`src/rtl/sdram_arbiter_pkg.sv`:
```
// sdram_arbiter_pkg: shared state/owner encodings and default widths for the SDRAM arbiter.
package sdram_arb_pkg;
    localparam int REF_PERIOD_DEF = 780;
    localparam int ADDR_BITS      = 22;
    localparam int DATA_BITS      = 32;
    localparam int BURST_W        = 4;
    localparam int SIZE_W         = 2;
    typedef enum logic [1:0] {IDLE, ISSUE, WAIT} state_e;
    typedef enum logic [1:0] {REF, C0, C1} owner_e;
endpackage

```
`src/rtl/sdram_arbiter_if.sv`:
```
// sdram_arbiter_if: client ports, controller command bus and status of the SDRAM arbiter.
interface sdram_arbiter_if #(
    parameter int ADDR_W = sdram_arb_pkg::ADDR_BITS,
    parameter int DATA_W = sdram_arb_pkg::DATA_BITS
);
    import sdram_arb_pkg::*;
    logic                req0, req1, wr0, wr1;
    logic [ADDR_W-1:0]   addr0, addr1;
    logic [DATA_W-1:0]   wdata0, wdata1;
    logic [BURST_W-1:0]  burst0, burst1;
    logic [SIZE_W-1:0]   size0, size1;
    logic                gnt0, gnt1, done0, done1;
    logic [DATA_W-1:0]   rdata;
    logic                ctl_start, ctl_refresh, ctl_write;
    logic [ADDR_W-1:0]   ctl_addr;
    logic [DATA_W-1:0]   ctl_wdata;
    logic [BURST_W-1:0]  ctl_burst;
    logic [SIZE_W-1:0]   ctl_size;
    logic                ctl_ready, ctl_done;
    logic [DATA_W-1:0]   ctl_rdata;
    logic                busy, ref_overrun;

    modport slave (
        input  req0, req1, wr0, wr1, addr0, addr1, wdata0, wdata1, burst0, burst1, size0, size1,
               ctl_ready, ctl_done, ctl_rdata,
        output gnt0, gnt1, done0, done1, rdata, ctl_start, ctl_refresh, ctl_write, ctl_addr,
               ctl_wdata, ctl_burst, ctl_size, busy, ref_overrun
    );
    modport master (
        output req0, req1, wr0, wr1, addr0, addr1, wdata0, wdata1, burst0, burst1, size0, size1,
               ctl_ready, ctl_done, ctl_rdata,
        input  gnt0, gnt1, done0, done1, rdata, ctl_start, ctl_refresh, ctl_write, ctl_addr,
               ctl_wdata, ctl_burst, ctl_size, busy, ref_overrun
    );
endinterface

```
`src/rtl/sdram_arbiter_refresh_timer.sv`:
```
// refresh_timer: periodic refresh request generator with a sticky overrun flag.
module refresh_timer
    import sdram_arb_pkg::*;
#(
    parameter int PERIOD = REF_PERIOD_DEF
) (
    input  logic clk,
    input  logic reset,
    input  logic ref_ack_i,
    output logic ref_pending_o,
    output logic ref_overrun_o
);
    localparam int CW = $clog2(PERIOD + 1);
    localparam logic [CW-1:0] RELOAD = CW'(PERIOD - 1);

    logic [CW-1:0] cnt_q, cnt_d;
    logic          pend_q, pend_d, ovr_q, ovr_d, tick;

    // A fresh tick wins over an acknowledge landing in the same cycle.
    always_comb begin
        tick   = cnt_q == '0;
        cnt_d  = tick ? RELOAD : cnt_q - 1'b1;
        pend_d = tick || (pend_q && !ref_ack_i);
        ovr_d  = ovr_q || (tick && pend_q && !ref_ack_i);
    end

    always_ff @(posedge clk or negedge reset)
        if (!reset) begin
            cnt_q  <= RELOAD;
            pend_q <= 1'b0;
            ovr_q  <= 1'b0;
        end else begin
            cnt_q  <= cnt_d;
            pend_q <= pend_d;
            ovr_q  <= ovr_d;
        end

    assign ref_pending_o = pend_q;
    assign ref_overrun_o = ovr_q;
endmodule

```
`src/rtl/sdram_arbiter.sv`:
```
// sdram_arbiter: round-robin two-client arbiter with prioritised auto-refresh in front of the
// SDRAM controller; one outstanding command at a time, completions routed to the owner.
module sdram_arbiter
    import sdram_arb_pkg::*;
#(
    parameter int REF_PERIOD = REF_PERIOD_DEF,
    parameter int ADDR_W     = ADDR_BITS,
    parameter int DATA_W     = DATA_BITS
) (
    input logic          clk,
    input logic          reset,
    sdram_arbiter_if.slave bus
);
    state_e              state_q, state_d;
    owner_e              owner_q, owner_d;
    logic                last_q, last_d, write_q, write_d, done0_q, done0_d, done1_q, done1_d;
    logic [ADDR_W-1:0]   addr_q, addr_d;
    logic [DATA_W-1:0]   wdata_q, wdata_d, rdata_q, rdata_d;
    logic [BURST_W-1:0]  burst_q, burst_d;
    logic [SIZE_W-1:0]   size_q, size_d;
    logic                ref_pending, ref_ack, sel1, selr;

    refresh_timer #(.PERIOD(REF_PERIOD)) u_timer (
        .clk          (clk),
        .reset        (reset),
        .ref_ack_i    (ref_ack),
        .ref_pending_o(ref_pending),
        .ref_overrun_o(bus.ref_overrun)
    );

    always_comb begin
        state_d = state_q;
        owner_d = owner_q;
        last_d  = last_q;
        write_d = write_q;
        addr_d  = addr_q;
        wdata_d = wdata_q;
        burst_d = burst_q;
        size_d  = size_q;
        rdata_d = rdata_q;
        done0_d = 1'b0;
        done1_d = 1'b0;
        ref_ack = 1'b0;
        sel1    = 1'b0;
        selr    = 1'b0;
        unique case (state_q)
            IDLE: if (bus.ctl_ready && (ref_pending || bus.req0 || bus.req1)) begin
                // last_q=1 means client 1 was served last, so client 0 wins a tie.
                owner_d = ref_pending ? REF : (bus.req0 && (!bus.req1 || last_q)) ? C0 : C1;
                selr    = owner_d == REF;
                sel1    = owner_d == C1;
                write_d = selr ? 1'b0 : sel1 ? bus.wr1    : bus.wr0;
                addr_d  = selr ? '0   : sel1 ? bus.addr1  : bus.addr0;
                wdata_d = selr ? '0   : sel1 ? bus.wdata1 : bus.wdata0;
                burst_d = selr ? '0   : sel1 ? bus.burst1 : bus.burst0;
                size_d  = selr ? '0   : sel1 ? bus.size1  : bus.size0;
                state_d = ISSUE;
            end
            ISSUE: begin
                ref_ack = owner_q == REF;
                last_d  = (owner_q == REF) ? last_q : owner_q == C1;
                state_d = WAIT;
            end
            WAIT: if (bus.ctl_done) begin
                done0_d = owner_q == C0;
                done1_d = owner_q == C1;
                rdata_d = (owner_q != REF && !write_q) ? bus.ctl_rdata : rdata_q;
                state_d = IDLE;
            end
            default: state_d = IDLE;
        endcase
    end

    always_ff @(posedge clk or negedge reset)
        if (!reset) begin
            state_q <= IDLE;
            owner_q <= REF;
            last_q  <= 1'b1;
            write_q <= 1'b0;
            addr_q  <= '0;
            wdata_q <= '0;
            burst_q <= '0;
            size_q  <= '0;
            rdata_q <= '0;
            done0_q <= 1'b0;
            done1_q <= 1'b0;
        end else begin
            state_q <= state_d;
            owner_q <= owner_d;
            last_q  <= last_d;
            write_q <= write_d;
            addr_q  <= addr_d;
            wdata_q <= wdata_d;
            burst_q <= burst_d;
            size_q  <= size_d;
            rdata_q <= rdata_d;
            done0_q <= done0_d;
            done1_q <= done1_d;
        end

    assign bus.ctl_start   = state_q == ISSUE;
    assign bus.ctl_refresh = bus.ctl_start && owner_q == REF;
    assign bus.gnt0        = bus.ctl_start && owner_q == C0;
    assign bus.gnt1        = bus.ctl_start && owner_q == C1;
    assign bus.done0       = done0_q;
    assign bus.done1       = done1_q;
    assign bus.rdata       = rdata_q;
    assign bus.ctl_write   = write_q;
    assign bus.ctl_addr    = addr_q;
    assign bus.ctl_wdata   = wdata_q;
    assign bus.ctl_burst   = burst_q;
    assign bus.ctl_size    = size_q;
    assign bus.busy        = state_q != IDLE;
endmodule

```
`src/flat_wrapper.sv`:
```
// flat-port wrapper written by rule: the top's interface ports become plain ports
module sdram_arbiter_flat import sdram_arb_pkg::*;
#(
    parameter int REF_PERIOD = REF_PERIOD_DEF,
    parameter int ADDR_W     = ADDR_BITS,
    parameter int DATA_W     = DATA_BITS
)
  (clk, reset, bus_req0, bus_req1, bus_wr0, bus_wr1, bus_addr0, bus_addr1, bus_wdata0, bus_wdata1, bus_burst0, bus_burst1, bus_size0, bus_size1, bus_ctl_ready, bus_ctl_done, bus_ctl_rdata, bus_gnt0, bus_gnt1, bus_done0, bus_done1, bus_rdata, bus_ctl_start, bus_ctl_refresh, bus_ctl_write, bus_ctl_addr, bus_ctl_wdata, bus_ctl_burst, bus_ctl_size, bus_busy, bus_ref_overrun);
  sdram_arbiter_if #(.ADDR_W(ADDR_W), .DATA_W(DATA_W)) bus_i ();
  input logic clk;
  input logic reset;
  input wire logic [$bits(bus_i.req0)-1:0] bus_req0;
  input wire logic [$bits(bus_i.req1)-1:0] bus_req1;
  input wire logic [$bits(bus_i.wr0)-1:0] bus_wr0;
  input wire logic [$bits(bus_i.wr1)-1:0] bus_wr1;
  input wire logic [$bits(bus_i.addr0)-1:0] bus_addr0;
  input wire logic [$bits(bus_i.addr1)-1:0] bus_addr1;
  input wire logic [$bits(bus_i.wdata0)-1:0] bus_wdata0;
  input wire logic [$bits(bus_i.wdata1)-1:0] bus_wdata1;
  input wire logic [$bits(bus_i.burst0)-1:0] bus_burst0;
  input wire logic [$bits(bus_i.burst1)-1:0] bus_burst1;
  input wire logic [$bits(bus_i.size0)-1:0] bus_size0;
  input wire logic [$bits(bus_i.size1)-1:0] bus_size1;
  input wire logic [$bits(bus_i.ctl_ready)-1:0] bus_ctl_ready;
  input wire logic [$bits(bus_i.ctl_done)-1:0] bus_ctl_done;
  input wire logic [$bits(bus_i.ctl_rdata)-1:0] bus_ctl_rdata;
  output wire logic [$bits(bus_i.gnt0)-1:0] bus_gnt0;
  output wire logic [$bits(bus_i.gnt1)-1:0] bus_gnt1;
  output wire logic [$bits(bus_i.done0)-1:0] bus_done0;
  output wire logic [$bits(bus_i.done1)-1:0] bus_done1;
  output wire logic [$bits(bus_i.rdata)-1:0] bus_rdata;
  output wire logic [$bits(bus_i.ctl_start)-1:0] bus_ctl_start;
  output wire logic [$bits(bus_i.ctl_refresh)-1:0] bus_ctl_refresh;
  output wire logic [$bits(bus_i.ctl_write)-1:0] bus_ctl_write;
  output wire logic [$bits(bus_i.ctl_addr)-1:0] bus_ctl_addr;
  output wire logic [$bits(bus_i.ctl_wdata)-1:0] bus_ctl_wdata;
  output wire logic [$bits(bus_i.ctl_burst)-1:0] bus_ctl_burst;
  output wire logic [$bits(bus_i.ctl_size)-1:0] bus_ctl_size;
  output wire logic [$bits(bus_i.busy)-1:0] bus_busy;
  output wire logic [$bits(bus_i.ref_overrun)-1:0] bus_ref_overrun;
  assign bus_i.req0 = bus_req0;
  assign bus_i.req1 = bus_req1;
  assign bus_i.wr0 = bus_wr0;
  assign bus_i.wr1 = bus_wr1;
  assign bus_i.addr0 = bus_addr0;
  assign bus_i.addr1 = bus_addr1;
  assign bus_i.wdata0 = bus_wdata0;
  assign bus_i.wdata1 = bus_wdata1;
  assign bus_i.burst0 = bus_burst0;
  assign bus_i.burst1 = bus_burst1;
  assign bus_i.size0 = bus_size0;
  assign bus_i.size1 = bus_size1;
  assign bus_i.ctl_ready = bus_ctl_ready;
  assign bus_i.ctl_done = bus_ctl_done;
  assign bus_i.ctl_rdata = bus_ctl_rdata;
  assign bus_gnt0 = bus_i.gnt0;
  assign bus_gnt1 = bus_i.gnt1;
  assign bus_done0 = bus_i.done0;
  assign bus_done1 = bus_i.done1;
  assign bus_rdata = bus_i.rdata;
  assign bus_ctl_start = bus_i.ctl_start;
  assign bus_ctl_refresh = bus_i.ctl_refresh;
  assign bus_ctl_write = bus_i.ctl_write;
  assign bus_ctl_addr = bus_i.ctl_addr;
  assign bus_ctl_wdata = bus_i.ctl_wdata;
  assign bus_ctl_burst = bus_i.ctl_burst;
  assign bus_ctl_size = bus_i.ctl_size;
  assign bus_busy = bus_i.busy;
  assign bus_ref_overrun = bus_i.ref_overrun;
  sdram_arbiter #(.REF_PERIOD(REF_PERIOD), .ADDR_W(ADDR_W), .DATA_W(DATA_W)) u_core (.clk(clk), .reset(reset), .bus(bus_i));
endmodule
```
`config.mk`:
```
export PLATFORM = sky130hd
export DESIGN_NAME = sdram_arbiter_flat
export DESIGN_NICKNAME = d
export VERILOG_FILES = /design/src/rtl/sdram_arbiter_pkg.sv /design/src/rtl/sdram_arbiter_if.sv /design/src/rtl/sdram_arbiter_refresh_timer.sv /design/src/rtl/sdram_arbiter.sv /design/src/flat_wrapper.sv
export SDC_FILE = /design/constraint.sdc
export NUM_CORES = 1
export LEC_CHECK = 0
export ABC_AREA = 1
export CAP_MARGIN = 20
export CORE_UTILIZATION = 45
export CTS_BUF_LIST = sky130_fd_sc_hd__clkbuf_16
export CTS_CLUSTER_DIAMETER = 40
export CTS_CLUSTER_SIZE = 28
export DETAILED_ROUTE_END_ITERATION = 12
export HOLD_SLACK_MARGIN = 0.03
export MAX_ROUTING_LAYER = met4
export PLACE_DENSITY = 0.83
export SKIP_LAST_GASP = 1
export SYNTH_ARGS = -nofsm -noshare
export SYNTH_HDL_FRONTEND = slang
export SYNTH_SLANG_ARGS = --single-unit
```
`constraint.sdc`:
```
create_clock -name clk -period 4.1 [get_ports clk]
set_input_delay 1.025 -clock clk [delete_from_list [all_inputs] [get_ports clk]]
set_output_delay 1.025 -clock clk [all_outputs]
set_load 0.03 [all_outputs]
```
Word-level counts from Yosys, hierarchy flattened
Index checks and enable logic that the tools add are counted.
{"block": "totals", "regBits": 112, "elab_cells": 71}
{"block": "classes", "addsub": 1, "eq_ne": 7, "mux": 21, "n_bitwise": 1, "n_reduce_logical": 27}
{"cell": "$mux W32", "count": 2}
{"cell": "$mux W22", "count": 2}
{"cell": "$mux W2", "count": 6}
{"cell": "$logic_not A10 Y1", "count": 1}
{"cell": "$mux W10", "count": 1}
{"cell": "$sub A10 B1 Y10 const B", "count": 1}
{"cell": "$logic_and A1 B1 Y1", "count": 9}
{"cell": "$mux W4", "count": 2}
{"cell": "$mux W1", "count": 7}
{"cell": "$eq A2 B2 Y1 const B", "count": 3}
{"cell": "$logic_not A2 Y1", "count": 3}
{"cell": "$pmux W2 S3", "count": 1}
{"cell": "$reduce_and A2 Y1", "count": 3}
{"cell": "$logic_or A1 B1 Y1", "count": 5}
{"cell": "$eq A2 B1 Y1 const B", "count": 2}
{"cell": "$reduce_bool A2 Y1", "count": 2}
{"cell": "$logic_not A1 Y1", "count": 3}
{"cell": "$reduce_and A3 Y1", "count": 1}
{"cell": "$ne A2 B1 Y1 const B", "count": 1}
{"cell": "$ne A2 B2 Y1 const B", "count": 1}
{"cell": "$not A1 Y1", "count": 1}

Longest topological paths before layout
Gate-level depths: netlist of the first run.
{"block": "logic_depth", "word_depth": 8, "mapped_depth": 8}

Modules after synthesis
Synthesis of the first run repeated with hierarchy kept, for this count alone.
{"block": "unflattened", "cells_unflattened": 714, "area_unflattened_um2": 5519.0}
{"module": "sdram_arbiter", "n_inst": 1, "cells_per_inst": 641, "area_per_inst_um2": 4921.0, "seq_area_each_um2": 2503.7}
{"module": "refresh_timer", "n_inst": 1, "cells_per_inst": 73, "area_per_inst_um2": 598.1, "seq_area_each_um2": 306.5}

Least setup slack after synthesis of the first run
Ideal clock, no wire load.
{"block": "synth_path", "kind": "register -> output", "from": "register u_core.state_q[1]", "to": "output port bus_gnt0", "t_arrival_ns": 1.484, "required_time_ns": 3.075, "setup_slack_ns": 1.591, "path_stages_with_launch": 4, "path_buffers": 0, "path_cell_list": "dfrtp_1 > nor2_1 > inv_1 > nor2_1"}
{"block": "synth_via", "elab_chain_len": 2}
{"item": "from (decl)", "line": "sdram_arbiter.sv:14", "source": "state_e state_q, state_d;"}
{"item": "from (signal assigned)", "line": "sdram_arbiter.sv:88", "source": "state_q <= state_d;"}
{"item": "$eq A2 B1 Y1", "line": "sdram_arbiter.sv:101", "source": "assign bus.ctl_start = state_q == ISSUE;"}
{"item": "net bus_ctl_start", "line": "flat_wrapper.sv:32", "source": "output wire logic [$bits(bus_i.ctl_start)-1:0] bus_ctl_start;"}
{"item": "$logic_and A1 B1 Y1", "line": "sdram_arbiter.sv:103", "source": "assign bus.gnt0 = bus.ctl_start && owner_q == C0;"}
{"item": "to (decl)", "line": "flat_wrapper.sv:27", "source": "output wire logic [$bits(bus_i.gnt0)-1:0] bus_gnt0;"}
The timed path passes the listed nets, and every way through them passes these cells.

Worst setup path in the final report of the first run
{"block": "layout_path", "from": "register u_core.state_q[1]", "to": "output port bus_gnt0"}
{"block": "layout_via", "elab_chain_len": 2}
{"item": "$eq A2 B1 Y1", "line": "sdram_arbiter.sv:101"}
{"item": "$logic_and A1 B1 Y1", "line": "sdram_arbiter.sv:103"}
Every way passes these cells.

==> run_results.csv, run 1 <==
group,metric,value,unit
critical_path,crit_family,"buffers and inverters",
sta,clock_skew,0.00592,ns
critical_path,cp-start-kind,"flop",
logic_synthesis,synth_warnings,0,
hold_path,hold_path.class,"flop to flop",
pwr,p_comb_share,54.5,%
final_layout,seq_area,2810,sq um
pwr,p_leak,4.16,nW
die,core,12000,sq um
route,wl_per_cell,15.3,um
die,num_rows,40,
final_layout,drive_above_1_share,4.38,%
clock_network,post_cts_resized,0,
clock_network,cts_tree,"yes",
logic_synthesis,netlist_area,5550,sq um
critical_path,cp-endpoint,"bus_gnt0",
placed_design,gp_congestion,0.845,
clock_network,h-tree-depth,3,
critical_path,crit_top_cell,"nor2_1",
global_route,grt_max_degree,75,
final_layout,postLayoutCellArea,8400,sq um
sta,slew_headroom,28.2,%
placed_design,io_buffers,260,
sta,setup-tns-final,0,ns
pwr,p_sw,0.00257,W
critical_path,slowest_delay,0.69,ns
pwr,switching_share,45.0,%
critical_path,crit_arrival,1.90,ns
logic_synthesis,syn_nets,887,
clock_network,cts_sinks,112,
final_layout,n_fill_cell,992,
global_route,globalRouteTotalUtil,27.8,%
critical_path,cp_num_cells,4,
route,drtPass1Iterations,6,
sta,fin_crit_sh,71.3,%
sta,slew_violations,0,
logic_synthesis,synth_seq_cells,112,
die,die_y,113,um
critical_path,path_max_fanout,5,
pwr,seq_power_share,31.4,%
route,drc,0,
die,initial_core_util,46.2,%
pwr,vdd_drop_max,345,uV
critical_path,cp-end-kind,"output port",
global_route,grt_antenna_before_repair,0,
pwr,p_int,0.00314,W
logic_synthesis,synth_top_area_share,47.8,%
clock_network,clkTransAtPathRegs,0.07,ns
clock_network,cts_root_buf,"clkbuf_16",
logic_synthesis,avgSynthCellArea,7.65,sq um
pwr,p_per_area,679,nW/um^2
clock_network,clk_latency,0.34,ns
route,drt-total-wl,16900,um
critical_path,crit_start,"u_core.state_q[1]",
final_layout,layout.cells.non_filler,1105,
clock_network,postCtsHoldBufs,0,
logic_synthesis,seq_area_frac_synth,50.6,%
placed_design,dp.cells,1089,
clock_network,cts_setup_buffers,0,
die,dieWidth,113,um
critical_path,r2r-start,"u_core.u_timer.ref_pending_o",
logic_synthesis,syn-instance-count,726,
logic_synthesis,synth_cell_type_count,22,
critical_path,crit_slowest_cell,"clkdlybuf4s50_1",
route,drt-initial-drc-count,414,
final_layout,nNetsFinal,1114,
pwr,p_clk_share,14.1,%
job,maxCapViolations,0,
final_layout,area_growth,51.3,%
placed_design,dp_hpwl,11900,um
route,avgViaCountPerCell,5.15,
global_route,grt_pass1_wl,27300,um
logic_synthesis,synth_top_cell_by_area,"dfrtp_1",
route,ant_nets,0,
critical_path,worstPathRequired,3.07,ns
clock_network,cts-buffers-inserted,9,
logic_synthesis,synth_area_leaders,"dfrtp_1 48%, nand2_1 23%, nand3_1 8.8%",
placed_design,place_area,8130,sq um
route,num_vias,5687,
critical_path,rr_worst_depth,6,
sta,period_needed,2.92,ns
die,dieArea,12800,sq um
final_layout,diodes,0,
sta,rsz0062_at_grt,"no",
critical_path,timing.rr.end,"u_core.bus.ctl_burst[0]",
die,ioPinCount,261,
global_route,grt_overflow,0,
clock_network,cts_buffer_depth,2,
critical_path,crit_buf_inv,2,
sta,finalHoldViolations,0,
critical_path,crit_chain,"nor2_1 > inv_1 > nor2_1 > clkdlybuf4s50_1",
critical_path,path_class,"flop to output port",
sta,setup_viol,0,
global_route,grt_pass1_vias,5417,
sta,worstMarginPinSlew,1.08,ns
critical_path,rrSetupSlack,1.72,ns
final_layout,multi_input_area,2370,sq um
run_status,outcome,"finished, final reports clean",
sta,fmax,342,MHz
sta,holdWs,0.461,ns
[worst min path at each step]
stage                             from                       to  slack, ns  cells past startpoint
2_1_floorplan  u_core.u_timer.cnt_q[0]  u_core.u_timer.cnt_q[0]       0.43                      1
3_3_place_gp   u_core.u_timer.cnt_q[0]  u_core.u_timer.cnt_q[0]       0.44                      1
3_5_place_dp   u_core.u_timer.cnt_q[0]  u_core.u_timer.cnt_q[0]       0.45                      1
4_1_cts        u_core.u_timer.cnt_q[0]  u_core.u_timer.cnt_q[0]       0.46                      1
5_1_grt        u_core.u_timer.cnt_q[0]  u_core.u_timer.cnt_q[0]       0.49                      1
6_report       u_core.u_timer.cnt_q[0]  u_core.u_timer.cnt_q[0]       0.46                      1
[synth_stat cells, drive strengths merged]
cell	n
o21bai	1
nand2	339
buf	43
nand4	62
nand3b	1
or2	1
dfstp	6
clkbuf	11
dfrtp	106
inv	22
nor2	26
xor2	3
ha	1
nand3	98
o21ai	6
[per-stage QoR]
stage	util (%)	setup slack (ns)	power [W]
2_1_floorplan	-	1.59	0.00364
3_3_place_gp	67.7	1.22	0.00487
3_5_place_dp	67.7	1.19	0.00492
4_1_cts	69.9	1.15	0.00575
5_1_grt	69.9	1.01	0.00607
6_report	69.9	1.18	0.00571
[cell type report]
type / instances / share of cell area [%]
clock inverters: 7 / 0.566
repair buffers: 270 / 31.9
well taps: 147 / 2.19
clock buffers: 9 / 2.68
multi-input cells: 538 / 28.2
flip-flops and latches: 112 / 33.5
inverters: 22 / 0.998
[power by group through the flow]
stage / sequential [W] / combinational [W] / clock, W
after floorplan: 0.00258 / 0.00106 / 0
final: 0.00179 / 0.00311 / 0.000805
after CTS: 0.00179 / 0.00314 / 0.000826
after global routing: 0.00183 / 0.00336 / 0.000878
after global placement: 0.00179 / 0.00308 / 0
after detailed placement: 0.00179 / 0.00313 / 0
[cells by family (layout without fill, tap and decap cells)]
group           Yosys count  in the layout  share of synthesized area (%)
flops                   112            112                           50.6
compound gates            7              7                          0.676
buf+inv                  76            308                           6.78
fa+ha+maj                 1              1                          0.225
xor+xnor                  3              3                          0.473
simple gates            527            527                           41.2
[sequential cells by signal (all words and copies together), names as in the netlist]
name / cells
u_core.last_q: 1
u_core.u_timer.cnt_q: 10
u_core.bus.ctl_burst: 4
u_core.bus.done1: 1
u_core.state_q: 2
u_core.bus.ctl_size: 2
u_core.bus.ctl_addr: 22
u_core.u_timer.ref_overrun_o: 1
u_core.owner_q: 2
u_core.bus.ctl_wdata: 32
u_core.bus.ctl_write: 1
u_core.u_timer.ref_pending_o: 1
u_core.bus.done0: 1
u_core.bus.rdata: 32
[placed cells by master, fill, tap and decap left out]
master	netlist	routed
inv_1	20	20
clkinv_1	0	2
o21ai_1	1	1
clkbuf_16	0	9
dfrtp_1	106	106
xor2_1	3	3
nand4_1	62	62
clkdlybuf4s50_1	0	258
nand3_1	98	98
dfstp_2	6	6
inv_2	2	1
inv_6	0	1
nor2_2	3	3
ha_1	1	1
o21ai_0	5	5
clkinv_4	0	3
nor2_1	23	23
buf_4	2	10
buf_12	0	1
nand2_2	3	3
o21bai_1	1	1
or2_2	1	1
clkinv_2	0	2
buf_2	31	1
nand2_1	336	336
nand3b_4	1	1
[per-layer routing]
| metal | global-route usage, % | part of all wire (%) | vias up | wire length (um) |
|---|---|---|---|---|
| li1 | - | - | 2810 | - |
| met1 | 34.6 | 42 | 2615 | 7040 |
| met2 | 45.4 | 49 | 237 | 8340 |
| met3 | 6.11 | 7.3 | 25 | 1230 |
| met5 | - | 0 | - | 0 |
| met4 | 8.60 | 2.0 | 0 | 336 |
(Power assumes the default switching activity.)
==> inputs of run 2 (changes only) <==
--- a/config.mk
+++ b/config.mk
@@ -7,14 +7,14 @@
 export LEC_CHECK = 0
 export ABC_AREA = 1
 export CAP_MARGIN = 20
-export CORE_UTILIZATION = 45
+export CORE_UTILIZATION = 38
 export CTS_BUF_LIST = sky130_fd_sc_hd__clkbuf_16
 export CTS_CLUSTER_DIAMETER = 40
 export CTS_CLUSTER_SIZE = 28
 export DETAILED_ROUTE_END_ITERATION = 12
 export HOLD_SLACK_MARGIN = 0.03
 export MAX_ROUTING_LAYER = met4
-export PLACE_DENSITY = 0.83
+export PLACE_DENSITY = 0.74
 export SKIP_LAST_GASP = 1
 export SYNTH_ARGS = -nofsm -noshare
 export SYNTH_HDL_FRONTEND = slang
==> constraint.sdc (replaced) <==
create_clock -name clk -period 2.4 [get_ports clk]
set_input_delay 0.6 -clock clk [delete_from_list [all_inputs] [get_ports clk]]
set_output_delay 0.6 -clock clk [all_outputs]
set_load 0.03 [all_outputs]
==> run 2 against run 1 <==
Against the previous run: cell area increased by 1.8%; register-to-register slack got worse by 0.92 ns; combinational power increased by 73%; worst hold slack got worse by 0.26 ns; total power increased by 72%; largest cell class unchanged; non-clock buffer count increased by 6; via count decreased by 1.1%; clock skew increased by 0.0012 ns; die area increased by 18%; sequential share of layout area decreased by 0.60 points.
==> run_results.csv, run 2 (synthesis gave the netlist of run 1 again) <==
group,metric,value,unit
run_status,outcome,"finished, final reports clean",
final_layout,nNetsFinal,1120,
placed_design,gp_congestion,0.810,
sta,setup-tns-final,0,ns
pwr,vdd_drop_max,581,uV
critical_path,rrSetupSlack,0.80,ns
sta,fin_crit_sh,93.5,%
global_route,grt_max_degree,65,
clock_network,cts_buffer_depth,2,
route,ant_nets,0,
final_layout,n_fill_cell,1277,
clock_network,cts_sinks,112,
sta,slew_violations,0,
critical_path,path_max_fanout,3,
route,avgViaCountPerCell,4.91,
die,dieArea,15100,sq um
placed_design,io_buffers,260,
sta,holdWs,0.199,ns
final_layout,final_cell_mix,"336 x nand2_1, 255 x clkdlybuf4s50_1, 106 x dfrtp_1, 98 x nand3_1, 62 x nand4_1",
sta,fmax,446,MHz
critical_path,worstPathRequired,1.80,ns
global_route,grt_overflow,0,
critical_path,cp-start-kind,"flop",
global_route,globalRouteTotalUtil,23.6,%
final_layout,final_common_cell,"nand2_1",
placed_design,dp_hpwl,12100,um
critical_path,crit_chain,"nor2_1 > clkdlybuf4s50_1",
job,maxCapViolations,0,
die,initial_core_util,39.5,%
final_layout,multi_input_area,2370,sq um
sta,clock_skew,0.00709,ns
global_route,grt_pass1_vias,5386,
clock_network,cts_tree,"yes",
die,dieWidth,123,um
critical_path,r2r-start,"u_core.u_timer.cnt_q[0]",
clock_network,h-tree-depth,3,
sta,worstMarginPinSlew,0.463,ns
global_route,grt_antenna_before_repair,1,
final_layout,seq_area,2810,sq um
clock_network,clk_latency,0.35,ns
sta,rsz0062_at_grt,"no",
critical_path,slowest_delay,0.72,ns
clock_network,cts_setup_buffers,0,
critical_path,cp-end-kind,"output port",
hold_path,hold_path.class,"input port to asynchronous set/reset pin",
clock_network,post_cts_resized,3,
final_layout,drive_above_1_share,4.88,%
clock_network,clkTransAtPathRegs,0.07,ns
critical_path,rr_worst_depth,7,
die,die_y,123,um
critical_path,timing.rr.end,"u_core.u_timer.cnt_q[4]",
pwr,p_per_area,1150,nW/um^2
die,num_rows,43,
route,drt-initial-drc-count,237,
critical_path,crit_arrival,1.64,ns
route,wl_per_cell,14.7,um
route,drc,0,
sta,period_needed,2.24,ns
die,core,14000,sq um
route,drtPass1Iterations,5,
clock_network,cts_root_buf,"clkbuf_16",
clock_network,cts-buffers-inserted,9,
sta,slew_headroom,69.1,%
die,ioPinCount,261,
route,num_vias,5627,
final_layout,area_growth,54.0,%
placed_design,dp_slack,0.315,ns
clock_network,postCtsHoldBufs,0,
sta,finalHoldViolations,0,
critical_path,crit_slowest_cell,"clkdlybuf4s50_1",
pwr,p_leak,4.23,nW
sta,postLayoutSetupSlackWorst,0.156,ns
global_route,grt_pass1_wl,26500,um
critical_path,path_class,"flop to output port",
route,drt-total-wl,16900,um
sta,setup_viol,0,
[run 2: cell count changes in the layout (fill, tap and decap cells not counted), sizes merged, moves of 2 or more]
cell	delta
buf	+6
clkdlybuf4s50	-3
clkinv	-4
clkinvlp	+2
inv	+2
dlygate4sd2	+3
[run 2: per-stage QoR]
step | instance area (sq um) | total power (W) | util (%) | cells
3_5_place_dp | 8290 | 0.00850 | 59.0 | 1128
4_1_cts | 8550 | 0.00991 | 60.9 | 1144
6_report | 8550 | 0.00981 | 60.9 | 1145
2_1_floorplan | 5550 | 0.00622 | - | 726
5_1_grt | 8550 | 0.0105 | 60.9 | 1145
3_3_place_gp | 8290 | 0.00845 | 59.0 | 1128
[run 2: routing by layer]
metal	global-route usage [%]	share of wire (%)	vias to the layer above
met2	37.4	48	216
li1	-	-	2828
met5	-	0	-
met3	5.48	7.4	33
met4	9.53	2.4	0
met1	28.9	43	2550
[run 2: worst max path at each step]
stage	from	cells past startpoint	slack (ns)	endpoint
after global placement	u_core.owner_q[1]	3	0.34	bus_gnt0
after detailed placement	u_core.state_q[1]	4	0.32	bus_gnt0
after floorplan	u_core.state_q[1]	3	0.32	bus_gnt0
after CTS	u_core.state_q[1]	2	0.14	bus_ctl_start
after global routing	u_core.state_q[1]	2	0.12	bus_ctl_start
final	u_core.state_q[1]	2	0.16	bus_ctl_start
[run 2: final cells by class]
type                    instances  area share (%)
diodes                          1          0.0293
clock inverters                 7           0.468
inverters                      22           0.980
well taps                     180            2.63
multi-input cells             538            27.7
clock buffers                   9            2.63
repair buffers                276            32.7
flip-flops and latches        112            32.9
[run 2: critical path: cells and delay by family (launching register included)]
kind                   cells  cell delay [ns]
DFF                        1             0.39
buffers and inverters      1             0.72
and+or+nand+nor            1             0.18
[run 2: where the power goes]
group          internal (W)  total [W]  leakage [nW]  switching [W]
registers           0.00263    0.00305          1.40       0.000422
clock network      0.000696    0.00137         0.132       0.000672
logic               0.00210    0.00539          2.70        0.00329
